File: config.mk
export PLATFORM = sky130hd
export DESIGN_NAME = mem_port_arbiter_flat
export DESIGN_NICKNAME = d
export VERILOG_FILES = /design/src/rtl/mem_port_arbiter_if.sv /design/src/rtl/mem_port_arbiter.sv /design/src/flat_wrapper.sv
export SDC_FILE = /design/constraint.sdc
export NUM_CORES = 1
export LEC_CHECK = 0
export ABC_CLOCK_PERIOD_IN_PS = 1900
export CORE_MARGIN = 1.5
export CORE_UTILIZATION = 40
export CTS_CLUSTER_SIZE = 8
export DETAILED_ROUTE_END_ITERATION = 12
export GPL_TIMING_DRIVEN = 0
export PLACE_DENSITY = 0.81
export SYNTH_ARGS = -nofsm -noshare
export SYNTH_HDL_FRONTEND = slang
export SYNTH_SLANG_ARGS = --single-unit
File: constraint.sdc
create_clock -name i_clk -period 1.9 [get_ports i_clk]
set_clock_uncertainty 0.15 [all_clocks]
set_input_delay 0.475 -clock i_clk [delete_from_list [all_inputs] [get_ports i_clk]]
set_output_delay 0.475 -clock i_clk [all_outputs]
set_load 0.05 [all_outputs]
File: src/rtl/mem_port_arbiter_if.sv
// -----------------------------------------------------------------------------
// mem_port_arbiter_if
//
// Purpose: groups the three handshake groups around the unified memory port
// arbiter: the instruction-fetch requester, the data (load/store) requester and
// the shared memory port, plus the sticky error flag.
//
// Signal names are written from the arbiter's point of view (i_* flows into
// the arbiter, o_* flows out of it).
//
// Modports:
//   master - the arbiter itself (drives o_*, samples i_*)
//   slave  - the environment: requesters and memory (drives i_*, samples o_*)
//
// Handshake semantics (all signals synchronous to the arbiter clock):
//   * A requester raises *_req with its fields and holds all of them stable
//     until it sees its one-cycle *_gnt pulse. It may drop the request in the
//     cycle after the grant.
//   * The arbiter raises o_mem_req with stable o_mem_* fields until a cycle in
//     which i_mem_ready is high; that cycle is the acceptance cycle and the
//     winner's gnt pulses in that same cycle.
//   * For reads, memory later returns one i_mem_rvalid pulse with
//     i_mem_rdata; the arbiter forwards it as a one-cycle *_rvalid pulse to
//     the winner on the following cycle. Writes complete at acceptance.
// -----------------------------------------------------------------------------
interface mem_port_arbiter_if;
    // Fetch requester
    logic        i_if_req;
    logic [31:0] i_if_addr;
    logic        o_if_gnt;
    logic        o_if_rvalid;
    logic [31:0] o_if_rdata;

    // Data requester
    logic        i_d_req;
    logic [31:0] i_d_addr;
    logic        i_d_ren;
    logic        i_d_wen;
    logic [31:0] i_d_wdata;
    logic [3:0]  i_d_mask;
    logic        o_d_gnt;
    logic        o_d_rvalid;
    logic [31:0] o_d_rdata;

    // Shared memory port
    logic        o_mem_req;
    logic [31:0] o_mem_addr;
    logic        o_mem_ren;
    logic        o_mem_wen;
    logic [31:0] o_mem_wdata;
    logic [3:0]  o_mem_mask;
    logic        i_mem_ready;
    logic        i_mem_rvalid;
    logic [31:0] i_mem_rdata;

    // Sticky error flag
    logic        o_err;

    modport master (
        input  i_if_req, i_if_addr,
        output o_if_gnt, o_if_rvalid, o_if_rdata,
        input  i_d_req, i_d_addr, i_d_ren, i_d_wen, i_d_wdata, i_d_mask,
        output o_d_gnt, o_d_rvalid, o_d_rdata,
        output o_mem_req, o_mem_addr, o_mem_ren, o_mem_wen, o_mem_wdata, o_mem_mask,
        input  i_mem_ready, i_mem_rvalid, i_mem_rdata,
        output o_err
    );

    modport slave (
        output i_if_req, i_if_addr,
        input  o_if_gnt, o_if_rvalid, o_if_rdata,
        output i_d_req, i_d_addr, i_d_ren, i_d_wen, i_d_wdata, i_d_mask,
        input  o_d_gnt, o_d_rvalid, o_d_rdata,
        input  o_mem_req, o_mem_addr, o_mem_ren, o_mem_wen, o_mem_wdata, o_mem_mask,
        output i_mem_ready, i_mem_rvalid, i_mem_rdata,
        input  o_err
    );
endinterface

File: src/rtl/mem_port_arbiter.sv
// -----------------------------------------------------------------------------
// mem_port_arbiter
//
// Purpose: shares one multi-cycle memory port between the instruction-fetch
// requester and the data (load/store) requester. Exactly one transaction is in
// flight at a time. By default data wins over fetch, since the data request
// belongs to the older instruction.
//
// Ports:
//   i_clk        global clock
//   i_rst        synchronous active-high reset
//   bus          mem_port_arbiter_if.master: fetch, data and memory handshakes
//                and the sticky o_err flag (see the interface for semantics)
//   o_dbg_state  current FSM state (IDLE=0, ISSUE=1, WAIT=2, RESP=3)
//
// Parameters:
//   TIMEOUT      maximum cycles spent in WAIT before the read is abandoned and
//                o_err is set; 0 disables the timeout.
//
// Optional feature (compile-time macro ARB_ROUND_ROBIN_EN):
//   defined   - a last-winner register (reset: fetch) is updated on every
//               acceptance; when both requesters are high in IDLE, the one
//               that did not win last is chosen.
//   undefined - fixed data-over-fetch priority, no last-winner register.
//
// FSM:
//   IDLE  - arbitrate, latch the winner's fields into the memory-port registers
//   ISSUE - o_mem_req high until i_mem_ready; winner's gnt pulses that cycle;
//           writes return to IDLE, reads go to WAIT
//   WAIT  - wait for i_mem_rvalid (bounded by TIMEOUT)
//   RESP  - one-cycle rvalid pulse to the winner
// -----------------------------------------------------------------------------
module mem_port_arbiter #(
    parameter int TIMEOUT = 16
) (
    input  logic                i_clk,
    input  logic                i_rst,
    mem_port_arbiter_if.master  bus,
    output logic [1:0]          o_dbg_state
);

    typedef enum logic [1:0] {
        S_IDLE  = 2'd0,
        S_ISSUE = 2'd1,
        S_WAIT  = 2'd2,
        S_RESP  = 2'd3
    } state_t;

    // Counter just wide enough to reach TIMEOUT-1.
    localparam int             CW       = (TIMEOUT > 2) ? $clog2(TIMEOUT) : 1;
    localparam logic [CW-1:0]  CNT_LAST = CW'((TIMEOUT > 0) ? TIMEOUT - 1 : 0);

    state_t        r_state;
    logic          r_win_d;      // 1: current transaction belongs to data
    logic          r_mem_req;
    logic [31:0]   r_mem_addr;
    logic          r_mem_ren;
    logic          r_mem_wen;
    logic [31:0]   r_mem_wdata;
    logic [3:0]    r_mem_mask;
    logic          r_if_rvalid;
    logic [31:0]   r_if_rdata;
    logic          r_d_rvalid;
    logic [31:0]   r_d_rdata;
    logic          r_err;
    logic [CW-1:0] r_cnt;

`ifdef ARB_ROUND_ROBIN_EN
    logic          r_last_d;     // 1: data won the most recent acceptance
`endif

    logic          w_any_req;
    logic          w_pick_d;
    logic          w_d_bad;
    logic          w_accept;
    logic          w_unused;

    assign w_any_req = bus.i_d_req | bus.i_if_req;

`ifdef ARB_ROUND_ROBIN_EN
    // On a tie, hand the port to whoever did not win last time.
    assign w_pick_d = bus.i_d_req & (~bus.i_if_req | ~r_last_d);
`else
    assign w_pick_d = bus.i_d_req;
`endif

    // A data request must be exactly one of load or store.
    assign w_d_bad = (bus.i_d_ren == bus.i_d_wen);

    // Acceptance is the ISSUE cycle in which memory is ready. The grant is
    // combinational on i_mem_ready so the requester sees it in the very
    // cycle memory takes the request.
    assign w_accept = (r_state == S_ISSUE) & bus.i_mem_ready & ~i_rst;

    // Address byte offsets are dropped: the port is word addressed.
    assign w_unused = ^{bus.i_if_addr[1:0], bus.i_d_addr[1:0]};

    always_ff @(posedge i_clk) begin
        if (i_rst) begin
            r_state     <= S_IDLE;
            r_win_d     <= 1'b0;
            r_mem_req   <= 1'b0;
            r_mem_addr  <= '0;
            r_mem_ren   <= 1'b0;
            r_mem_wen   <= 1'b0;
            r_mem_wdata <= '0;
            r_mem_mask  <= '0;
            r_if_rvalid <= 1'b0;
            r_if_rdata  <= '0;
            r_d_rvalid  <= 1'b0;
            r_d_rdata   <= '0;
            r_err       <= 1'b0;
            r_cnt       <= '0;
`ifdef ARB_ROUND_ROBIN_EN
            r_last_d    <= 1'b0;
`endif
        end else begin
            // rvalid pulses last exactly one cycle (the RESP cycle).
            r_if_rvalid <= 1'b0;
            r_d_rvalid  <= 1'b0;

            unique case (r_state)
                S_IDLE: begin
                    if (w_any_req) begin
                        r_win_d    <= w_pick_d;
                        r_mem_req  <= 1'b1;
                        r_state    <= S_ISSUE;
                        if (w_pick_d) begin
                            r_mem_addr  <= {bus.i_d_addr[31:2], 2'b00};
                            // A malformed request is serviced as a plain read
                            // so the requester always gets a response.
                            r_mem_ren   <= bus.i_d_ren | w_d_bad;
                            r_mem_wen   <= bus.i_d_wen & ~bus.i_d_ren;
                            r_mem_wdata <= bus.i_d_wdata;
                            r_mem_mask  <= bus.i_d_mask;
                            if (w_d_bad) begin
                                r_err <= 1'b1;
                            end
                        end else begin
                            r_mem_addr  <= {bus.i_if_addr[31:2], 2'b00};
                            r_mem_ren   <= 1'b1;
                            r_mem_wen   <= 1'b0;
                            r_mem_wdata <= '0;
                            r_mem_mask  <= 4'b1111;
                        end
                    end
                end

                S_ISSUE: begin
                    // i_mem_rvalid is deliberately ignored here.
                    if (bus.i_mem_ready) begin
                        r_mem_req <= 1'b0;
                        r_cnt     <= '0;
`ifdef ARB_ROUND_ROBIN_EN
                        r_last_d  <= r_win_d;
`endif
                        if (r_mem_wen) begin
                            r_state <= S_IDLE;
                        end else begin
                            r_state <= S_WAIT;
                        end
                    end
                end

                S_WAIT: begin
                    if (bus.i_mem_rvalid) begin
                        if (r_win_d) begin
                            r_d_rdata  <= bus.i_mem_rdata;
                            r_d_rvalid <= 1'b1;
                        end else begin
                            r_if_rdata  <= bus.i_mem_rdata;
                            r_if_rvalid <= 1'b1;
                        end
                        r_state <= S_RESP;
                    end else if ((TIMEOUT != 0) && (r_cnt == CNT_LAST)) begin
                        // Abandon the read: flag it and free the port without
                        // producing any rvalid.
                        r_err   <= 1'b1;
                        r_state <= S_IDLE;
                    end else begin
                        r_cnt <= r_cnt + 1'b1;
                    end
                end

                S_RESP: begin
                    // New arbitration only starts once back in IDLE.
                    r_state <= S_IDLE;
                end

                default: begin
                    r_state <= S_IDLE;
                end
            endcase
        end
    end

    assign bus.o_if_gnt    = w_accept & ~r_win_d;
    assign bus.o_d_gnt     = w_accept &  r_win_d;
    assign bus.o_if_rvalid = r_if_rvalid;
    assign bus.o_if_rdata  = r_if_rdata;
    assign bus.o_d_rvalid  = r_d_rvalid;
    assign bus.o_d_rdata   = r_d_rdata;
    assign bus.o_mem_req   = r_mem_req;
    assign bus.o_mem_addr  = r_mem_addr;
    assign bus.o_mem_ren   = r_mem_ren;
    assign bus.o_mem_wen   = r_mem_wen;
    assign bus.o_mem_wdata = r_mem_wdata;
    assign bus.o_mem_mask  = r_mem_mask;
    assign bus.o_err       = r_err;
    assign o_dbg_state     = r_state;

endmodule

File: src/flat_wrapper.sv
// flat-port wrapper written by rule: the top's interface ports become plain ports
module mem_port_arbiter_flat 
#(
    parameter int TIMEOUT = 16
)
  (i_clk, i_rst, o_dbg_state, bus_i_if_req, bus_i_if_addr, bus_o_if_gnt, bus_o_if_rvalid, bus_o_if_rdata, bus_i_d_req, bus_i_d_addr, bus_i_d_ren, bus_i_d_wen, bus_i_d_wdata, bus_i_d_mask, bus_o_d_gnt, bus_o_d_rvalid, bus_o_d_rdata, bus_o_mem_req, bus_o_mem_addr, bus_o_mem_ren, bus_o_mem_wen, bus_o_mem_wdata, bus_o_mem_mask, bus_i_mem_ready, bus_i_mem_rvalid, bus_i_mem_rdata, bus_o_err);
  mem_port_arbiter_if bus_i ();
  input  logic i_clk;
  input  logic i_rst;
  output logic [1:0] o_dbg_state;
  input wire logic [$bits(bus_i.i_if_req)-1:0] bus_i_if_req;
  input wire logic [$bits(bus_i.i_if_addr)-1:0] bus_i_if_addr;
  output wire logic [$bits(bus_i.o_if_gnt)-1:0] bus_o_if_gnt;
  output wire logic [$bits(bus_i.o_if_rvalid)-1:0] bus_o_if_rvalid;
  output wire logic [$bits(bus_i.o_if_rdata)-1:0] bus_o_if_rdata;
  input wire logic [$bits(bus_i.i_d_req)-1:0] bus_i_d_req;
  input wire logic [$bits(bus_i.i_d_addr)-1:0] bus_i_d_addr;
  input wire logic [$bits(bus_i.i_d_ren)-1:0] bus_i_d_ren;
  input wire logic [$bits(bus_i.i_d_wen)-1:0] bus_i_d_wen;
  input wire logic [$bits(bus_i.i_d_wdata)-1:0] bus_i_d_wdata;
  input wire logic [$bits(bus_i.i_d_mask)-1:0] bus_i_d_mask;
  output wire logic [$bits(bus_i.o_d_gnt)-1:0] bus_o_d_gnt;
  output wire logic [$bits(bus_i.o_d_rvalid)-1:0] bus_o_d_rvalid;
  output wire logic [$bits(bus_i.o_d_rdata)-1:0] bus_o_d_rdata;
  output wire logic [$bits(bus_i.o_mem_req)-1:0] bus_o_mem_req;
  output wire logic [$bits(bus_i.o_mem_addr)-1:0] bus_o_mem_addr;
  output wire logic [$bits(bus_i.o_mem_ren)-1:0] bus_o_mem_ren;
  output wire logic [$bits(bus_i.o_mem_wen)-1:0] bus_o_mem_wen;
  output wire logic [$bits(bus_i.o_mem_wdata)-1:0] bus_o_mem_wdata;
  output wire logic [$bits(bus_i.o_mem_mask)-1:0] bus_o_mem_mask;
  input wire logic [$bits(bus_i.i_mem_ready)-1:0] bus_i_mem_ready;
  input wire logic [$bits(bus_i.i_mem_rvalid)-1:0] bus_i_mem_rvalid;
  input wire logic [$bits(bus_i.i_mem_rdata)-1:0] bus_i_mem_rdata;
  output wire logic [$bits(bus_i.o_err)-1:0] bus_o_err;
  assign bus_i.i_if_req = bus_i_if_req;
  assign bus_i.i_if_addr = bus_i_if_addr;
  assign bus_o_if_gnt = bus_i.o_if_gnt;
  assign bus_o_if_rvalid = bus_i.o_if_rvalid;
  assign bus_o_if_rdata = bus_i.o_if_rdata;
  assign bus_i.i_d_req = bus_i_d_req;
  assign bus_i.i_d_addr = bus_i_d_addr;
  assign bus_i.i_d_ren = bus_i_d_ren;
  assign bus_i.i_d_wen = bus_i_d_wen;
  assign bus_i.i_d_wdata = bus_i_d_wdata;
  assign bus_i.i_d_mask = bus_i_d_mask;
  assign bus_o_d_gnt = bus_i.o_d_gnt;
  assign bus_o_d_rvalid = bus_i.o_d_rvalid;
  assign bus_o_d_rdata = bus_i.o_d_rdata;
  assign bus_o_mem_req = bus_i.o_mem_req;
  assign bus_o_mem_addr = bus_i.o_mem_addr;
  assign bus_o_mem_ren = bus_i.o_mem_ren;
  assign bus_o_mem_wen = bus_i.o_mem_wen;
  assign bus_o_mem_wdata = bus_i.o_mem_wdata;
  assign bus_o_mem_mask = bus_i.o_mem_mask;
  assign bus_i.i_mem_ready = bus_i_mem_ready;
  assign bus_i.i_mem_rvalid = bus_i_mem_rvalid;
  assign bus_i.i_mem_rdata = bus_i_mem_rdata;
  assign bus_o_err = bus_i.o_err;
  mem_port_arbiter #(.TIMEOUT(TIMEOUT)) u_core (.i_clk(i_clk), .i_rst(i_rst), .bus(bus_i), .o_dbg_state(o_dbg_state));
endmodule
### Word level (Yosys, flattened, before mapping)

Index checks and enable logic that the tools add are counted.

| word-level totals | value |
|---|---|
| flip-flop bits (word level) | 145 |
| logic and storage cells | 78 |

| operators by class | value |
|---|---|
| add/sub/neg operators | 1 |
| equality and inequality tests | 13 |
| muxes and demuxes | 26 |
| bitwise operators | 12 |
| reductions and logical operators | 12 |

Operator list:

| cell | count |
|---|---|
| two-way mux 32 bit | 2 |
| two-way mux 4 bit | 4 |
| AND reduction 3 bit | 4 |
| two-way mux 1 bit | 11 |
| two-way mux 2 bit | 5 |
| inequality test 2 bit (second input constant) | 4 |
| case mux 2 bit (4 select lines) | 1 |
| case mux 4 bit (2 select lines) | 1 |
| inequality test 2 x 1 -> 1 bit (second input constant) | 3 |
| AND reduction 6 bit | 1 |
| nonzero test 2 bit | 3 |
| AND 1 bit | 5 |
| inverter 1 bit | 5 |
| adder 4 x 1 -> 4 bit (second input constant) | 1 |
| equality test 2 bit (second input constant) | 2 |
| equality test 4 bit (second input constant) | 1 |
| case mux 1 bit (2 select lines) | 2 |
| AND reduction 4 bit | 1 |
| inequality test 3 x 2 -> 1 bit (second input constant) | 1 |
| OR reduction 3 bit | 1 |
| equality test 2 x 1 -> 1 bit (second input constant) | 1 |
| zero test 2 bit | 1 |
| bitwise OR 1 bit | 2 |
| AND reduction 2 bit | 1 |
| equality test 1 bit | 1 |

### Longest topological paths before layout

| depth | value |
|---|---|
| depth in word-level cells | 5 |
| mapped depth | 6 |
| gate-level depth less buffers | 4 |

### Least setup slack after synthesis

Ideal clock, no wire load.

| timing path | value |
|---|---|
| path kind | register to output |
| start point | register u_core.r_state[0] (netlist: u_core.o_dbg_state[0]) |
| end point | output port bus_o_d_gnt |
| arrival time | 2.323 ns |
| path slack | -1.048 ns |
| cell stages (with the launch flop) | 4 |
| buffers on the path | 1 |
| cells stage by stage | dfxtp_1 > buf_2 > nand3b_1 > nor3b_1 |

| between the ends | value |
|---|---|
| cells in the longest elaborated chain, start to end | 4 |

Ends and longest elaborated chain:

| what | RTL line | RTL |
|---|---|---|
| from (decl) | mem_port_arbiter.sv:53 | `state_t r_state;` |
| from (signal assigned) | mem_port_arbiter.sv:100 | `r_state <= S_IDLE;` |
| from (signal assigned) | mem_port_arbiter.sv:127 | `r_state <= S_ISSUE;` |
| from (signal assigned) | mem_port_arbiter.sv:158 | `r_state <= S_IDLE;` |
| equality test 2 x 1 -> 1 bit | mem_port_arbiter.sv:93 | `assign w_accept = (r_state == S_ISSUE) & bus.i_mem_ready & ~i_rst;` |
| AND 1 bit (2 in series) | mem_port_arbiter.sv:93 |  |
| AND 1 bit | mem_port_arbiter.sv:198 | `assign bus.o_d_gnt = w_accept & r_win_d;` |
| to (decl) | flat_wrapper.sv:22 | `output wire logic [$bits(bus_i.o_d_gnt)-1:0] bus_o_d_gnt;` |

No other way between the ends.

### Worst setup path in the final report

| timing path | value |
|---|---|
| start point | register u_core.r_state[1] (netlist: u_core.o_dbg_state[1]) |
| end point | output port bus_o_if_gnt |

| between the ends | value |
|---|---|
| cells in the longest elaborated chain, start to end | 4 |

Ends and longest elaborated chain:

| what | RTL line | RTL |
|---|---|---|
| equality test 2 x 1 -> 1 bit | mem_port_arbiter.sv:93 |  |
| AND 1 bit (2 in series) | mem_port_arbiter.sv:93 |  |
| AND 1 bit | mem_port_arbiter.sv:197 | `assign bus.o_if_gnt = w_accept & ~r_win_d;` |
| to (decl) | flat_wrapper.sv:13 | `output wire logic [$bits(bus_i.o_if_gnt)-1:0] bus_o_if_gnt;` |

No other way between the ends.

==> reports/qor.yml <==
grt_pass1_wl_um: 29000
final_common_cell: "nand2_1"
diodes: 0
root_buffer: "clkbuf_16"
ys_ff_latch: 143
p_leak_nw: 3.49
maxSlewViolCount: 0
dp_slack_ns: -1.15
avgRoutedWirePerCell_um: 16.6
drc: 0
worst_setup_path_start_kind: "flop"
die_area_um2: 14300
violations: "setup timing"
io_pins: 282
clk_path_buf_depth: 2
cts.clk_slew.worst_paths_ns: 0.05
path_max_fanout: 4
outcome: "complete, but fails checks"
n_fill_cell: 1127
setup_viol: 23
synthFlopType: "dfxtp_1"
syn_avg_cell_area_um2: 8.49
yosys_warnings: 0
register_area_um2: 2870
cpMostUsedCell: "buf_6"
switching_share: 0.291
p_clk_frac: 0.399
drt-vias-per-instance: 5.04
track_usage: 0.259
worst_slack_ns: -0.250
die_y_um: 120
rows: 42
grt-ovfl-total: 0
synth-edff-count: 0
min_period_over_period: 1.13
p_per_area_nw_per_um2: 948
synth_cell_type_count: 42
ys_seq_area_frac: 0.525
worst_slew_pin_slew_ns: 0.681
gp_congestion: 0.774
vias: 5688
postSynth.asyncResetShare: 0
cts_tree: "yes"
multi_input_area_um2: 2370
finalSetupTns_ns: -1.24
worst-path-buf-inv: 3
hp-class: "reg2reg"
antenna_found_initial: 1
drv_cap: 0
synthCells: 642
r2r-start: "u_core.o_dbg_state[0]$_SDFFE_PP0P_"
cts_sinks: 143
syn_to_final_growth_pct: 63.3
critPathSlowestCell: "dfxtp_4"
timing.slew.headroom: 0.546
grt_pass1_vias: 5628
dieWidth_um: 120
synthTopCellsByArea: "dfxtp_1, a21oi_1, nand2_1"
path_cells: "buf_6 > nand3b_1 > buf_6 > nor3_4 > buf_6"
start_util: 0.411
worstHoldStart: "u_core.bus.o_if_rdata[20]$_SDFFE_PP0P_"
critical-path-top-delay-family: "buffers and inverters"
dp_hpwl_um: 13600
port_buffers: 273
layout.cells.most_common_list: "nand2_1, dfxtp_1, clkdlybuf4s50_1"
syn-cell-area_um2: 5450
setup.worst_path.start: "u_core.o_dbg_state[1]$_SDFFE_PP0P_"
htree_levels: 4
critical_path_arrival_ns: 1.53
drtPass1Iterations: 5
power.internal_mw: 5.98
nets: 1084
cp_data_required_time_ns: 1.27
ant_nets: 0
instances_no_fill: 1129
grt_max_degree: 17
critPathCaptureType: "primary output"
cts_buffers: 17
p_sw_mw: 2.46
critPathKind: "reg2out"
rsz0062_at_grt: "true"
power_frac_comb: 0.214
peakVddDrop_v: 0.000606
drt_iter0_drc: 309
coreArea_um2: 13200
synth_top_area_frac: 0.525
seq_power_share: 0.387
synth_area_leader_cell: "dfxtp_1"
finalHoldViolCount: 0
layout-drive-gt1-share: 0.226
finalWirelength_um: 18700
max_freq_mhz: 465
clock_latency_ns: 0.42
dp_cells: 1092
critPathMaxStageDelay_ns: 0.34
layout_min_cycle_time_ns: 2.15
kinds of logic after synthesis:
logic type,Yosys count,share of synthesized area
AO/OA/AOI/OAI,210,0.217
AND/OR/NAND/NOR,192,0.147
flip-flops,143,0.525
buffers and inverters,63,0.0478
multiplexers,31,0.0570
adder cells (fa/ha/maj),2,0.00459
other,1,0.000688
worst paths after layout:
| kind | end | slack, ns | cells after the start |
|---|---|---|---|
| setup / recovery | bus_o_if_gnt | -0.25 | 5 |
| hold / removal | u_core.bus.o_if_rdata[20]$_SDFFE_PP0P_ | 0.30 | 2 |
| setup reg to reg | u_core.bus.o_mem_addr[9]$_SDFFE_PP0P_ | -0.11 | 5 |
| hold reg to reg | u_core.bus.o_if_rdata[20]$_SDFFE_PP0P_ | 0.30 | 2 |
metrics by stage:
stage | hold WS (ns) | util | area, um2 | power (mW)
after floorplan | 0.302 | - | 5520 | 4.39
after global placement | 0.291 | 0.640 | 8470 | 5.17
after detailed placement | 0.296 | 0.640 | 8470 | 5.19
after CTS | 0.303 | 0.695 | 9200 | 8.50
after global routing | 0.316 | 0.672 | 8900 | 8.73
final | 0.301 | 0.672 | 8900 | 8.44
synth_stat cells, types with 2 or more instances:
cell      number
a211oi_1      30
a21oi_1      130
a31oi_1        2
buf_2          9
buf_4          3
clkbuf_1      47
dfxtp_1      143
ha_1           2
inv_1          2
mux2i_1       31
nand2_1      163
nand3_1        4
nand3b_1       3
nor2_1         6
nor3_1         2
nor3b_1        2
o211ai_1       2
o21ai_0       30
o21ai_1        5
o221a_2        4
per-layer routing:
metal	global-route usage	part of all wire	vias up
met2	0.445	0.49	224
li1	-	-	2814
met5	0	0.00064	-
met3	0.122	0.10	34
met1	0.284	0.39	2614
met4	0.0781	0.020	2
power groups by stage:
stage / combinational [mW] / sequential, mW / clock, mW
final: 1.80 / 3.27 / 3.37
after global routing: 1.91 / 3.28 / 3.54
after CTS: 1.83 / 3.27 / 3.40
after detailed placement: 1.86 / 3.33 / 0
after global placement: 1.85 / 3.32 / 0
after floorplan: 0.493 / 3.90 / 0
state kept, by name, summed over array words and instances (netlist names):
name,count
u_core.bus.o_mem_ren,1
u_core.o_dbg_state,2
u_core.bus.o_mem_wen,1
u_core.bus.o_d_rvalid,1
u_core.bus.o_mem_addr,30
u_core.bus.o_if_rdata,32
u_core.bus.o_d_rdata,32
u_core.bus.o_err,1
u_core.r_win_d,1
u_core.bus.o_mem_wdata,32
u_core.bus.o_mem_req,1
u_core.bus.o_mem_mask,4
u_core.r_cnt,4
u_core.bus.o_if_rvalid,1
worst min-delay path: cells and delay by family, from the launching register on:
kind / cells / cell delay (ns)
AOI/OAI and AO/OA: 1 / 0.05
DFF: 1 / 0.30
and+or+nand+nor: 1 / 0.05
repair_timing:
| item | CTS | global route |
|---|---|---|
| hold buffers | 0 | 0 |
| setup buffers | 6 | 4 |
| gates resized for setup | 351 | 118 |
| setup endpoints to repair | 191 | 191 |
| pin swaps | 2 | 1 |
cell type report:
class,instances,area share
sequential,143,0.323
timing repair buffer,283,0.284
multi-input combinational,437,0.267
clock buffer,24,0.0541
buffer,58,0.0356
tap,176,0.0248
clock inverter,6,0.0120
inverter,2,0.000844
Note: power is estimated with default switching activity, not from simulation.
